==> config.mk <==
export PLATFORM = sky130hd
export DESIGN_NAME = axon_spike_buffer
export DESIGN_NICKNAME = d
export VERILOG_FILES = /design/src/rtl/axon_spike_buffer.sv
export SDC_FILE = /design/constraint.sdc
export NUM_CORES = 1
export LEC_CHECK = 0
export BUFFER_PORTS_ARGS = -buffer_cell sky130_fd_sc_hd__buf_2
export CORE_MARGIN = 2
export CORE_UTILIZATION = 54
export CTS_BUF_LIST = sky130_fd_sc_hd__clkbuf_2 sky130_fd_sc_hd__clkbuf_4 sky130_fd_sc_hd__clkbuf_8
export DETAILED_ROUTE_END_ITERATION = 8
export PLACE_DENSITY = 0.8
export REMOVE_ABC_BUFFERS = 1
export SLEW_MARGIN = 20
export SYNTH_ARGS = -nofsm -noshare
export SYNTH_HDL_FRONTEND = slang
export SYNTH_SLANG_ARGS = --single-unit
export TNS_END_PERCENT = 1
==> constraint.sdc <==
create_clock -name clk -period 2.3 [get_ports clk]
set_clock_uncertainty 0.05 [all_clocks]
set_input_delay 0.69 -clock clk [delete_from_list [all_inputs] [get_ports clk]]
set_output_delay 0.69 -clock clk [all_outputs]
set_load 0.01 [all_outputs]
==> src/rtl/axon_spike_buffer.sv <==
// Input stage for Neuron: buffers 32-bit spike packets, decodes each one to an axon bit,
// and on every time-step tick hands the accumulated spike vector to Neuron with a start pulse.
module axon_spike_buffer #(
  parameter int PACKET_SIZE        = 32,
  parameter int NUM_AXONS          = 2,
  parameter int AXON_CNT_BIT_WIDTH = 1,
  parameter int X_ID               = 1,
  parameter int Y_ID               = 1,
  parameter int FIFO_DEPTH         = 4
) (
  input  logic                   clk,
  input  logic                   rst,
  input  logic                   tick,
  input  logic [PACKET_SIZE-1:0] pkt_in,
  input  logic                   pkt_valid,
  output logic                   pkt_ready,
  output logic [NUM_AXONS-1:0]   in_spike,
  output logic                   start,
  output logic [15:0]            drop_cnt,
  output logic                   tick_overrun
);

  localparam int PTR_W = $clog2(FIFO_DEPTH);
  localparam int ENT_W = 24;
  localparam logic [3:0]       MY_X      = 4'(X_ID);
  localparam logic [3:0]       MY_Y      = 4'(Y_ID);
  localparam logic [PTR_W:0]   FULL_CNT  = (PTR_W + 1)'(FIFO_DEPTH);
  localparam logic [15:0]      AXON_LIM  = 16'(NUM_AXONS);

  typedef enum logic [1:0] {RUN, SWAP, START} state_t;

  state_t state_q, state_d;

  logic [ENT_W-1:0] fifo_mem [FIFO_DEPTH];
  logic [PTR_W-1:0] wr_ptr, rd_ptr;
  logic [PTR_W:0]   count;
  logic             full, empty, push, pop;
  logic             pop_stall;
  logic             hit, drop;
  logic [ENT_W-1:0] head;
  logic [NUM_AXONS-1:0] pending, set_vec;
  logic             unused_rsvd;

  // Only the destination and axon fields are kept; the reserved byte never affects decode.
  assign unused_rsvd = ^pkt_in[23:16];

  // Decoder hold point; tied off in the design, lets a bench freeze the FIFO head.
  assign pop_stall = 1'b0;

  assign full      = (count == FULL_CNT);
  assign empty     = (count == '0);
  assign pkt_ready = !rst && !full;
  assign push      = pkt_valid && pkt_ready;
  assign pop       = !empty && !pop_stall;

  // NOTE: FIFO storage has no reset; an entry is only read when count says it is valid.
  always_ff @(posedge clk) begin
    if (push) fifo_mem[wr_ptr] <= {pkt_in[31:24], pkt_in[15:0]};
  end

  // NOTE: sequential state uses non-blocking assignments so every register samples pre-edge values.
  always_ff @(posedge clk or posedge rst) begin
    if (rst) begin
      wr_ptr <= '0;
      rd_ptr <= '0;
      count  <= '0;
    end else begin
      if (push) wr_ptr <= wr_ptr + 1'b1;
      if (pop)  rd_ptr <= rd_ptr + 1'b1;
      case ({push, pop})
        2'b10:   count <= count + 1'b1;
        2'b01:   count <= count - 1'b1;
        default: count <= count;
      endcase
    end
  end

  assign head = fifo_mem[rd_ptr];
  assign hit  = pop && (head[23:20] == MY_X) && (head[19:16] == MY_Y) && (head[15:0] < AXON_LIM);
  assign drop = pop && !hit;

  // NOTE: every always_comb output gets a default first, so no latch is inferred.
  always_comb begin
    set_vec = '0;
    if (hit) set_vec[head[AXON_CNT_BIT_WIDTH-1:0]] = 1'b1;
  end

  always_comb begin
    state_d = state_q;
    start   = 1'b0;
    case (state_q)
      RUN:     if (tick) state_d = SWAP;
      SWAP:    state_d = START;
      START: begin
        start   = 1'b1;
        state_d = RUN;
      end
      default: state_d = RUN;
    endcase
  end

  always_ff @(posedge clk or posedge rst) begin
    if (rst) begin
      state_q      <= RUN;
      pending      <= '0;
      in_spike     <= '0;
      drop_cnt     <= '0;
      tick_overrun <= 1'b0;
    end else begin
      state_q <= state_d;
      // The pop in the SWAP cycle is folded straight into the outgoing vector.
      if (state_q == SWAP) begin
        in_spike <= pending | set_vec;
        pending  <= '0;
      end else begin
        pending  <= pending | set_vec;
      end
      if (drop && (drop_cnt != 16'hFFFF)) drop_cnt <= drop_cnt + 16'd1;
      if (tick && (state_q != RUN))       tick_overrun <= 1'b1;
    end
  end

endmodule
# Yosys cells after proc, flatten, opt, wreduce, memory -nomap -nowiden
# Memories as Yosys holds them, arrays and structs flattened.
# Cells that the tools add are included.
totals:
  word_cells: 54
  ram_bits: 96
  register_bits: 30
  mem_count: 1
classes:
  reduce_logical: 17
  eq_ne: 9
  n_mux: 10
  add_sub_neg: 5
  n_bitwise: 1
  n_lt_le_gt_ge: 3
memory_table:
  columns: ["name", "depth", "word_bits", "rd", "rd_ports_with_merged_regs", "write_ports", "line_no", "rtl"]
  rows:
  - ["fifo_mem", 4, 24, 1, 0, 1, "34", "logic [ENT_W-1:0] fifo_mem [FIFO_DEPTH];"]
ops:
  columns: ["op", "count"]
  rows:
  - ["16-bit by 1-bit adder with 16-bit output, second input constant", 1]
  - ["16-bit by 2-bit < comparator with 1-bit output, second input constant", 1]
  - ["16-bit != test, second input constant", 1]
  - ["1-bit logical AND", 9]
  - ["4-bit by 1-bit equality test with 1-bit output, second input constant", 2]
  - ["2-bit two-way mux", 3]
  - ["3-bit case mux with 2 select lines", 1]
  - ["2-bit by 1-bit adder with 2-bit output, second input constant", 2]
  - ["2-bit by 1-bit equality test with 1-bit output, second input constant", 2]
  - ["2-bit equality test, second input constant", 2]
  - ["1-bit logical NOT", 4]
  - ["1-bit two-way mux", 4]
  - ["2-bit case mux with 2 select lines", 1]
  - ["2-bit nonzero test", 2]
  - ["3-bit by 1-bit adder with 3-bit output, second input constant", 1]
  - ["3-bit equality test, second input constant", 1]
  - ["3-bit logical NOT", 1]
  - ["3-bit by 1-bit subtractor with 3-bit output, second input constant", 1]
  - ["2-bit logical NOT", 1]
  - ["1-bit by 2-bit < comparator with 1-bit output, second input constant", 1]
  - ["2-bit != test, second input constant", 1]
  - ["2-bit OR", 1]
  - ["1-bit demux with 1-bit select", 1]
  - ["1-bit >= comparator, second input constant", 1]

# Depth between registers and ports, before layout
depth:
  depth_word: 8
  depth_mapped: 10

# Least setup slack after synthesis
# OpenSTA, ideal clock, no wires.
synth_path:
  path_kind: "input -> register"
  start: "input port rst"
  end: "register count[2]"
  cell_stages: 9
  arrival_time_ns: 2.100
  path_slack_ns: 0.024
  setup_time_ns: 0.125
  required_time_ns: 2.125
  path_cell_list: "a31oi_1 -> and2_1 -> inv_1 -> ha_1 -> inv_1 -> fa_1 -> xor2_1 -> nor2_1 -> xor2_1"
synth_between:
  elab_chain_cells: 5
  word_cells_on_any_way: 7
  classes_between: "eq/ne (2); mux (1); reduce/logical (4)"
synth_rtl:
  columns: ["element", "line_no", "rtl"]
  rows:
  - ["start: declaration", "12", "input logic rst,"]
  - ["1-bit logical NOT (no source line) *", null, null]
  - ["1-bit logical AND *", "52", "assign pkt_ready = !rst && !full;"]
  - ["1-bit logical AND *", "53", "assign push = pkt_valid && pkt_ready;"]
  - ["2-bit by 1-bit equality test with 1-bit output or 2-bit equality test (tied branches)", "70", "case ({push, pop})"]
  - ["3-bit case mux with 2 select lines or 2-bit nonzero test (tied branches)", null, null]
  - ["end signal: assignment", "71", "2'b10: count <= count + 1'b1;"]
  - ["end signal: assignment", "72", "2'b01: count <= count - 1'b1;"]
  - ["end signal: assignment", "73", "default: count <= count;"]
  - ["end: declaration", "36", "logic [PTR_W:0] count;"]
# Every way passes the cells marked *; elsewhere a longest branch is shown, timed or not.
# A chain may end at the register's enable or synchronous reset.

# Worst setup path after layout
layout_path:
  start: "register rd_ptr[0]"
  end: "register drop_cnt[1]"
layout_between:
  elab_chain_cells: 8
  word_cells_on_any_way: 10
  classes_between: "order compare (1); eq/ne (2); reduce/logical (6); memory (1)"
layout_rtl:
  columns: ["element", "line_no", "rtl"]
  rows:
  - ["start: declaration", "35", "logic [PTR_W-1:0] wr_ptr, rd_ptr;"]
  - ["start signal: assignment", "69", "if (pop) rd_ptr <= rd_ptr + 1'b1;"]
  - ["memory 4 x 24 bit *", null, null]
  - ["parallel branches: the longest is 3 deep, another holds 16-bit by 2-bit < comparator with 1-bit output", null, null]
  - ["1-bit logical AND *", "79", "assign hit = pop && (head[23:20] == MY_X) && (head[19:16] == MY_Y) && (head[15:0] < AXON_LIM);"]
  - ["1-bit logical NOT *", "80", "assign drop = pop && !hit;"]
  - ["1-bit logical AND *", "80", null]
  - ["1-bit logical AND *", "118", "if (drop && (drop_cnt != 16'hFFFF)) drop_cnt <= drop_cnt + 16'd1;"]
  - ["end signal: assignment", "118", null]
  - ["end: declaration", "19", "output logic [15:0] drop_cnt,"]
# Mark *: on every way between the ends.

==> results.json <==
{
  "overflow": 0,
  "postLayoutCellArea_sq_mm": 0.00564,
  "drv_cap": 0,
  "slew-limit-headroom_pct": 70.4,
  "endpoint_kind": "flip-flop",
  "irDropWorstVdd_mv": 0.546,
  "dpl_cell_area_sq_mm": 0.00513,
  "grt_pass1_wl_um": 12700,
  "synth_top_area_cell": "edfxtp_1",
  "power.density_mw_per_mm2": 1030,
  "setup_ws_ps": -7.62,
  "p_comb_share_pct": 18.0,
  "crit_path_start_kind": "flip-flop",
  "synth-main-ff-cell": "edfxtp_1",
  "gp_congestion": 0.786,
  "fin_util_pct": 68.3,
  "power_mw": 5.83,
  "layout_min_cycle_time_ps": 2310,
  "synth.top_cells.by_count": "96 x edfxtp_1, 30 x dfrtp_1, 19 x xnor2_1, 18 x nor4_1",
  "rsz0062_at_grt": "yes",
  "post-place-cells": 433,
  "root_buffer": "clkbuf_8",
  "antenna_cells": 0,
  "instances_no_fill": 469,
  "synth.most_common_cell": "edfxtp_1",
  "pre_cts_slack_ps": -45.0,
  "ios": 57,
  "fmax_mhz": 433,
  "path_common_cell": "a221o_1",
  "holdBufCountCts": 0,
  "rr_worst_depth": 7,
  "slowest_delay_ps": 430,
  "hold_path.class": "primary input to asynchronous set/reset pin",
  "die_area_sq_mm": 0.00934,
  "sequentialPowerShare_pct": 51.6,
  "drtPass1Iterations": 4,
  "clkTransAtPathRegs_ps": 70,
  "gr-usage-all-layers_pct": 17.7,
  "swShare_pct": 28.0,
  "synthArstFlopShare_pct": 23.8,
  "worst-setup-path-type": "flip-flop to flip-flop",
  "die_h_um": 96.7,
  "synth_top_cell_area_share_pct": 62.2,
  "synth.avg_cell_area_sq_um": 17.2,
  "cts_buffers": 17,
  "arrival_ps": 2560,
  "drt-total-wl_um": 7960,
  "synthTopCellsByArea": "edfxtp_1 62%, dfrtp_1 16%, xnor2_1 3.6%",
  "ys_seq_area_share_pct": 78.4,
  "dp.final_hpwl_um": 5040,
  "max_slew.worst_pin.slew_ps": 440,
  "worstPathMaxFanout": 7,
  "rows": 33,
  "cp.required_ps": 2550,
  "vias": 2605,
  "finalHoldViolCount": 0,
  "postRouteAntennaNets": 0,
  "synth_edf_count": 96,
  "drv_slew": 0,
  "clock_latency_ps": 420,
  "critPathSlowestCell": "dfrtp_2",
  "finalCritPeriodShare_pct": 100,
  "core-area_sq_mm": 0.00826,
  "finalSetupViolations": 1,
  "holdWs_ps": 308,
  "syn_area_sq_mm": 0.00464,
  "cts.sinks": 126,
  "port_buffers": 48,
  "intPower_mw": 4.20,
  "die_w_um": 96.7,
  "setup_tns_ps": -7.62,
  "violations": "negative setup slack",
  "tritoncts": "built",
  "clk_path_buf_depth": 2,
  "start_util_pct": 56.1,
  "grt_start_max_net_pins": 31,
  "synth_cell_types": 38,
  "synth_seq_cells": 126,
  "leakage_nw": 2.10,
  "p_sw_mw": 1.63,
  "first_global_vias": 2637,
  "antenna_found_initial": 0,
  "syn_inst": 269,
  "crit_chain": "buf_4, nor4b_2, nand2_1, a221o_1, a221o_1, nand3_2, mux2_4",
  "syn_to_final_growth_pct": 21.6,
  "drt_first_iter_violations": 181,
  "pwr-share-clk_pct": 30.5,
  "yosysWarnings": 0,
  "status": "complete, but fails checks",
  "drc_errors": 0,
  "drive_gt1_share_pct": 32.1,
  "viasPerCell": 5.55,
  "nets": 394,
  "post_drt_wl_per_cell_um": 17.0,
  "h-tree-depth": 4
}
cell families after synthesis:
group,after synthesis,synth area share [%]
flops,126,78.4
fa+ha+maj,7,2.05
simple gates,86,11.4
buf+inv,15,1.43
xor+xnor,21,3.97
compound gates,10,1.59
mux,4,1.19
power groups by stage:
stage                     combinational (mW)  sequential [mW]  clock [mW]
after CTS                              0.962             3.00        1.80
after global routing                    1.16             3.04        1.91
after detailed placement               0.949             3.04           0
final                                   1.05             3.01        1.78
after floorplan                        0.537             3.04           0
after global placement                 0.919             3.02           0
path summary, 6_finish.rpt:
| path | from | to | slack, ps |
|---|---|---|---|
| worst max register to register | rd_ptr[0] | drop_cnt[1] | -8 |
| worst max-delay path | rd_ptr[0] | drop_cnt[1] | -8 |
| max in group asynchronous | rst | rd_ptr[1] | 1590 |
| worst min register to register | tick_overrun | tick_overrun | 420 |
| worst min-delay path | rst | drop_cnt[14] | 310 |
| min in group clk | tick_overrun | tick_overrun | 420 |
layout by cell type, fill, tap and decap left out, types with 3 or more instances in the layout:
master / n
buf_2: 48
inv_1: 11
dfrtp_1: 28
clkinv_4: 4
nor2b_1: 3
nor4_2: 3
nor4_4: 3
nor3_1: 4
nand3_1: 9
nand4_1: 8
inv_6: 5
and3_1: 11
ha_1: 6
buf_12: 3
nor2_1: 6
buf_4: 15
nand2_1: 10
xnor2_1: 19
edfxtp_1: 96
clkinvlp_4: 3
nor4_1: 13
or4b_4: 3
clkbuf_8: 17
metal layers:
metal	global-route usage, %	routed length (um)
met4	6.28	99
met1	22.1	3440
met3	6.94	366
met2	28.4	4060
met5	0	0
sequential cells by signal (all words and copies together), names as in the netlist:
signal        cells
count             3
drop_cnt         16
fifo_mem         96
in_spike          2
pending           2
rd_ptr            2
state_q           2
tick_overrun      1
wr_ptr            2
layout make-up:
| class | count | area (sq um) |
|---|---|---|
| repair buffers | 67 | 424 |
| inverters | 11 | 41.3 |
| clock inverters | 13 | 131 |
| flip-flops and latches | 126 | 3640 |
| multi-input cells | 128 | 1030 |
| well taps | 105 | 131 |
| clock buffers | 19 | 249 |
| fillers | 540 | 2620 |
what timing repair did:
item / 4_1_cts / 5_1_grt
buffers inserted: 0 / 4
endpoints found under the setup margin: 6 / 19
resized for setup: 5 / 13
pin swaps: 0 / 12
critical path: cells and delay by family (launching register included):
| kind | cells | cell delay, ps |
|---|---|---|
| AO/OA/AOI/OAI | 2 | 790 |
| buffers and inverters | 1 | 150 |
| flip-flops | 1 | 430 |
| multiplexers | 1 | 310 |
| AND/OR/NAND/NOR | 3 | 480 |
(Power assumes the default switching activity.)
